## config.mk

```make
export PLATFORM = sky130hd
export DESIGN_NAME = hazard_ctrl
export DESIGN_NICKNAME = d
export VERILOG_FILES = /design/src/rtl/hazard_ctrl.sv
export SDC_FILE = /design/constraint.sdc
export NUM_CORES = 1
export LEC_CHECK = 0
export ABC_CLOCK_PERIOD_IN_PS = 2200
export BUFFER_PORTS_ARGS = -buffer_cell sky130_fd_sc_hd__buf_4
export CORE_MARGIN = 3
export CORE_UTILIZATION = 30
export DETAILED_ROUTE_END_ITERATION = 12
export SLEW_MARGIN = 20
export SYNTH_ARGS = -nofsm -noshare
export SYNTH_HDL_FRONTEND = slang
export SYNTH_SLANG_ARGS = --single-unit
```

## constraint.sdc

```tcl
create_clock -name clk -period 2.2 [get_ports clk]
set_input_delay 0.44 -clock clk [delete_from_list [all_inputs] [get_ports clk]]
set_output_delay 0.44 -clock clk [all_outputs]
set_load 0.05 [all_outputs]
```

## src/rtl/hazard_ctrl.sv

```systemverilog
`default_nettype none
// ============================================================================
// Module   : hazard_ctrl
// Brief    : Pipeline hazard control with load-use stalls, branch flushes,
//            external freeze handling and event counters.
// Revision : 1.0 - initial release
// ============================================================================
module hazard_ctrl #(
    parameter int LOAD_USE_CYCLES = 1,
    parameter int FLUSH_CYCLES    = 1,
    parameter int CNT_W           = 32
) (
    input  logic             clk,
    input  logic             reset,
    input  logic [4:0]       ifid_rs1,
    input  logic [4:0]       ifid_rs2,
    input  logic             ifid_use_rs1,
    input  logic             ifid_use_rs2,
    input  logic             idex_memread,
    input  logic [4:0]       idex_rd,
    input  logic             branch_taken,
    input  logic             ext_stall,
    output logic             pc_write,
    output logic             ifid_write,
    output logic             idex_bubble,
    output logic             ifid_flush,
    output logic             idex_flush,
    output logic             exmem_flush,
    output logic [1:0]       state,
    output logic [CNT_W-1:0] stall_cnt,
    output logic [CNT_W-1:0] flush_cnt
);

    localparam logic [1:0] c_RUN   = 2'd0;
    localparam logic [1:0] c_STALL = 2'd1;
    localparam logic [1:0] c_FLUSH = 2'd2;

    localparam logic [3:0] c_LU_REM  = 4'(LOAD_USE_CYCLES - 1);
    localparam logic [3:0] c_FL_REM  = 4'(FLUSH_CYCLES - 1);
    localparam logic [1:0] c_BR_NEXT = (FLUSH_CYCLES > 1) ? c_FLUSH : c_RUN;
    localparam logic [1:0] c_LU_NEXT = (LOAD_USE_CYCLES > 1) ? c_STALL : c_RUN;
    localparam logic [CNT_W-1:0] c_CNT_ONE = CNT_W'(1);

    logic [1:0]       r_state;
    logic [3:0]       r_rem;
    logic [CNT_W-1:0] r_stall_cnt;
    logic [CNT_W-1:0] r_flush_cnt;

    logic [1:0] w_next_state;
    logic [3:0] w_next_rem;
    logic       w_stall_inc;
    logic       w_flush_inc;
    logic       w_hz;

    // x0 is hardwired zero, so a load targeting it never creates a dependency
    assign w_hz = idex_memread && (idex_rd != 5'd0) &&
                  ((ifid_use_rs1 && (ifid_rs1 == idex_rd)) ||
                   (ifid_use_rs2 && (ifid_rs2 == idex_rd)));

    always_ff @(posedge clk) begin
        if (reset) begin
            r_state     <= c_RUN;
            r_rem       <= 4'd0;
            r_stall_cnt <= '0;
            r_flush_cnt <= '0;
        end else begin
            r_state <= w_next_state;
            r_rem   <= w_next_rem;
            if (w_stall_inc) r_stall_cnt <= r_stall_cnt + c_CNT_ONE;
            if (w_flush_inc) r_flush_cnt <= r_flush_cnt + c_CNT_ONE;
        end
    end

    always_comb begin
        w_next_state = r_state;
        w_next_rem   = r_rem;
        w_stall_inc  = 1'b0;
        w_flush_inc  = 1'b0;
        case (r_state)
            c_RUN: begin
                if (branch_taken) begin
                    w_flush_inc  = 1'b1;
                    w_next_state = c_BR_NEXT;
                    w_next_rem   = c_FL_REM;
                end else if (!ext_stall && w_hz) begin
                    w_stall_inc  = 1'b1;
                    w_next_state = c_LU_NEXT;
                    w_next_rem   = c_LU_REM;
                end
            end
            c_STALL: begin
                if (branch_taken) begin
                    w_flush_inc  = 1'b1;
                    w_next_state = c_BR_NEXT;
                    w_next_rem   = c_FL_REM;
                end else if (!ext_stall) begin
                    w_stall_inc = 1'b1;
                    w_next_rem  = r_rem - 4'd1;
                    if (r_rem <= 4'd1) w_next_state = c_RUN;
                end
            end
            c_FLUSH: begin
                if (branch_taken) begin
                    w_flush_inc  = 1'b1;
                    w_next_state = c_BR_NEXT;
                    w_next_rem   = c_FL_REM;
                end else if (!ext_stall) begin
                    w_next_rem = r_rem - 4'd1;
                    if (r_rem <= 4'd1) w_next_state = c_RUN;
                end
            end
            default: begin
                w_next_state = c_RUN;
                w_next_rem   = 4'd0;
            end
        endcase
    end

    always_comb begin
        pc_write    = 1'b1;
        ifid_write  = 1'b1;
        idex_bubble = 1'b0;
        ifid_flush  = 1'b0;
        idex_flush  = 1'b0;
        exmem_flush = 1'b0;
        if (!reset) begin
            case (r_state)
                c_RUN: begin
                    if (branch_taken) begin
                        ifid_flush  = 1'b1;
                        idex_flush  = 1'b1;
                        exmem_flush = 1'b1;
                    end else if (ext_stall) begin
                        pc_write   = 1'b0;
                        ifid_write = 1'b0;
                    end else if (w_hz) begin
                        pc_write    = 1'b0;
                        ifid_write  = 1'b0;
                        idex_bubble = 1'b1;
                    end
                end
                c_STALL: begin
                    if (branch_taken) begin
                        ifid_flush  = 1'b1;
                        idex_flush  = 1'b1;
                        exmem_flush = 1'b1;
                    end else begin
                        pc_write    = 1'b0;
                        ifid_write  = 1'b0;
                        idex_bubble = !ext_stall;
                    end
                end
                c_FLUSH: begin
                    ifid_flush  = 1'b1;
                    idex_flush  = 1'b1;
                    exmem_flush = 1'b1;
                    if (!branch_taken && ext_stall) pc_write = 1'b0;
                end
                default: begin
                    pc_write = 1'b1;
                end
            endcase
        end
    end

    assign state     = r_state;
    assign stall_cnt = r_stall_cnt;
    assign flush_cnt = r_flush_cnt;

endmodule
`default_nettype wire

```

==> flow_summary.json <==
{
  "outcome": "finished clean",
  "clock_skew_ns": 0.00542,
  "start_util": 0.315,
  "crit_buf_inv": 4,
  "wl_um": 9280,
  "cp-end-kind": "output pin",
  "p_per_area_nw_per_um2": 507,
  "crit_type": "in2out",
  "io_buffer_count": 91,
  "setup_viol": 0,
  "drc_errors": 0,
  "io-pin-count": 94,
  "htree_levels": 3,
  "min_path_type": "reg2reg",
  "holdPathEnd": "stall_cnt[19]",
  "r2r-end": "stall_cnt[31]",
  "power.total_mw": 2.33,
  "worst-r2r-cell-count": 5,
  "syn_area_um2": 3330,
  "min_period_over_period": 0.993,
  "rows": 37,
  "finalHoldViolations": 0,
  "gp_congestion": 0.801,
  "r2r_slack_ns": 0.17,
  "grt_pass1_wl_um": 15500,
  "crit_family": "buffers and inverters",
  "whs_ns": 0.487,
  "antenna_left": 0,
  "hold_start": "stall_cnt[19]",
  "die_height_um": 111,
  "crit_arrival_ns": 1.74,
  "cts_sinks": 64,
  "grt_max_degree": 34,
  "final_nets": 519,
  "worstPathMaxFanout": 3,
  "clkLatencyLatePin_ns": 0.35,
  "via_per_inst": 5.19,
  "start_kind": "input port",
  "areaGrowthSynthToFinish_pct": 38.3,
  "drive_gt1_frac": 0.346,
  "root_buffer": "clkbuf_8",
  "syn_inst": 396,
  "worstHoldPathCells": 2,
  "core_um2": 10600,
  "clkTransAtPathRegs_ns": 0.06,
  "cts_hold_repair.buffers": 0,
  "rsz0062_at_grt": "yes",
  "post-place-ws_ns": -0.146,
  "ys_ff_latch": 64,
  "clock_path_buffers": 2,
  "detailed_place_hpwl_um": 6510,
  "antenna_found_initial": 0,
  "die_w_um": 111,
  "finalWorstSetupSlack_ns": 0.0156,
  "ys_types": 43,
  "max_stage_delay_ns": 0.25,
  "crit_required_ns": 1.76,
  "via_count": 3300,
  "numCtsBuffers": 9,
  "drtPass1Iterations": 4,
  "synth_area_per_cell_um2": 8.40,
  "r2r_start": "stall_cnt[21]",
  "finalCriticalPeriod_ns": 2.18,
  "gr-usage-all-layers": 0.150,
  "p_leak_nw": 1.64,
  "max_freq_ghz": 0.458,
  "ys_warn_count": 0,
  "routedWlPerCell_um": 14.6,
  "crit_path_cell_trace": "buf_4 > xor2_1 > nor4_1 > buf_4 > a32oi_4 > buf_12 > nor3_4 > buf_6",
  "drv_slew": 0,
  "irDropWorstVdd_uv": 337,
  "max_cap_violations": 0,
  "cts_tree": "yes",
  "grt_pass1_vias": 3176,
  "dieArea_um2": 12400,
  "diodes": 0,
  "grt-ovfl-total": 0,
  "cp_slowest_cell": "nor4_1",
  "first_iter_violations": 229,
  "path_common_cell": "buf_4",
  "seq_area_frac_synth": 0.385
}
placed cells by master, fill, tap and decap left out, types with 4 or more instances in the layout:
master	n
clkbuf_8	9
xnor2_1	26
nor4_1	16
nand3_1	20
nand4_1	13
or4_1	27
buf_4	108
o31ai_1	27
buf_12	4
nand2_1	21
nor2_1	35
xor2_1	11
nor3_1	7
inv_1	11
buf_6	4
o21ai_0	5
or3_1	5
a21oi_1	31
dfxtp_1	45
dfxtp_2	18
and4_1	9
flip-flops by register name, summed over array words and instances (netlist names):
signal     cells
stall_cnt     32
flush_cnt     32
power by group:
part	leakage, nW	internal, mW	switching [mW]	total, mW
combinational	1.02	0.0792	0.116	0.196
clock	0.0941	0.519	0.447	0.966
sequential	0.526	1.16	0.00688	1.17
total	1.64	1.76	0.571	2.33
routing by layer:
metal  vias up  global-route usage  part of all wire  wire (um)
met5         -                   0                 0          0
met4         0              0.0511             0.013        123
met3        10              0.0486             0.053        490
met2        71               0.250              0.50       4640
met1      1556               0.183              0.43       4030
li1       1663                   -                 -          -
cell families (layout without fill, tap and decap cells):
kind of cell	Yosys count	in the layout	share of synthesized area
buffers and inverters	41	144	0.0557
other	1	2	0.00113
adders and majority gates	2	2	0.00752
xor gates and xnor gates	38	38	0.100
muxes	2	2	0.00640
DFF	64	64	0.385
and+or+nand+nor	176	176	0.308
AOI/OAI and AO/OA	72	72	0.136
tightest hold or removal path: stages (launching register included):
cell     delay, ns
dfxtp_2       0.33
o31ai_1       0.06
a21oi_1       0.05
what timing repair did:
action	in CTS	in global routing
resized for setup	6	7
endpoints found under the setup margin	3	9
pin swaps	3	3
endpoints found under the hold margin	0	0
buffers inserted	2	0
worst max path at each step:
stage | cells past startpoint | end | from
detailed placement | 9 | stall_cnt[30] | idex_rd[2]
floorplan | 9 | pc_write | idex_rd[1]
CTS | 7 | pc_write | idex_rd[1]
global route | 8 | idex_bubble | idex_rd[1]
finish | 8 | idex_bubble | ifid_rs1[2]
global placement | 8 | stall_cnt[20] | ifid_rs1[1]
final cells by class:
cell class / instances / area [um2]
clock buffer: 12 / 135
sequential: 64 / 1310
fill: 1036 / 5960
timing repair buffer: 117 / 951
multi-input combinational: 292 / 1950
tap: 136 / 170
clock inverter: 4 / 45.0
inverter: 11 / 41.3
cell usage after synthesis (all sizes together):
library cell,count,share of area
o21ba,2,0.0060
and3,1,0.0019
xor2,12,0.032
nor3,8,0.012
or3,8,0.016
nor4,19,0.040
inv,11,0.012
mux2,1,0.0034
nand2b,2,0.0038
o21ai,7,0.011
dfxtp,64,0.39
a21oi,32,0.048
nor2,36,0.041
o31ai,27,0.061
conb,1,0.0011
nand3,20,0.030
nor2b,2,0.0038
o31a,1,0.0030
and4,10,0.027
nor3b,1,0.0023
buf,10,0.021
o211ai,1,0.0023
o21a,1,0.0023
clkbuf,20,0.023
nand4,14,0.028
a32oi,1,0.0026
nor4b,1,0.0026
nand2,22,0.027
mux2i,1,0.0030
or4,30,0.069
xnor2,26,0.068
and2,2,0.0038
ha,2,0.0075
metrics by stage:
stage                     utilization  std cells  area [um2]  setup TNS (ns)
final                           0.436        636        4600               0
after global routing            0.436        636        4600         -0.0504
after CTS                       0.433        637        4570               0
after detailed placement        0.413        619        4360           -2.21
after global placement          0.413        619        4360           -2.68
after floorplan                     -        397        3430          -0.301
Power figures use the tool's default switching activity.
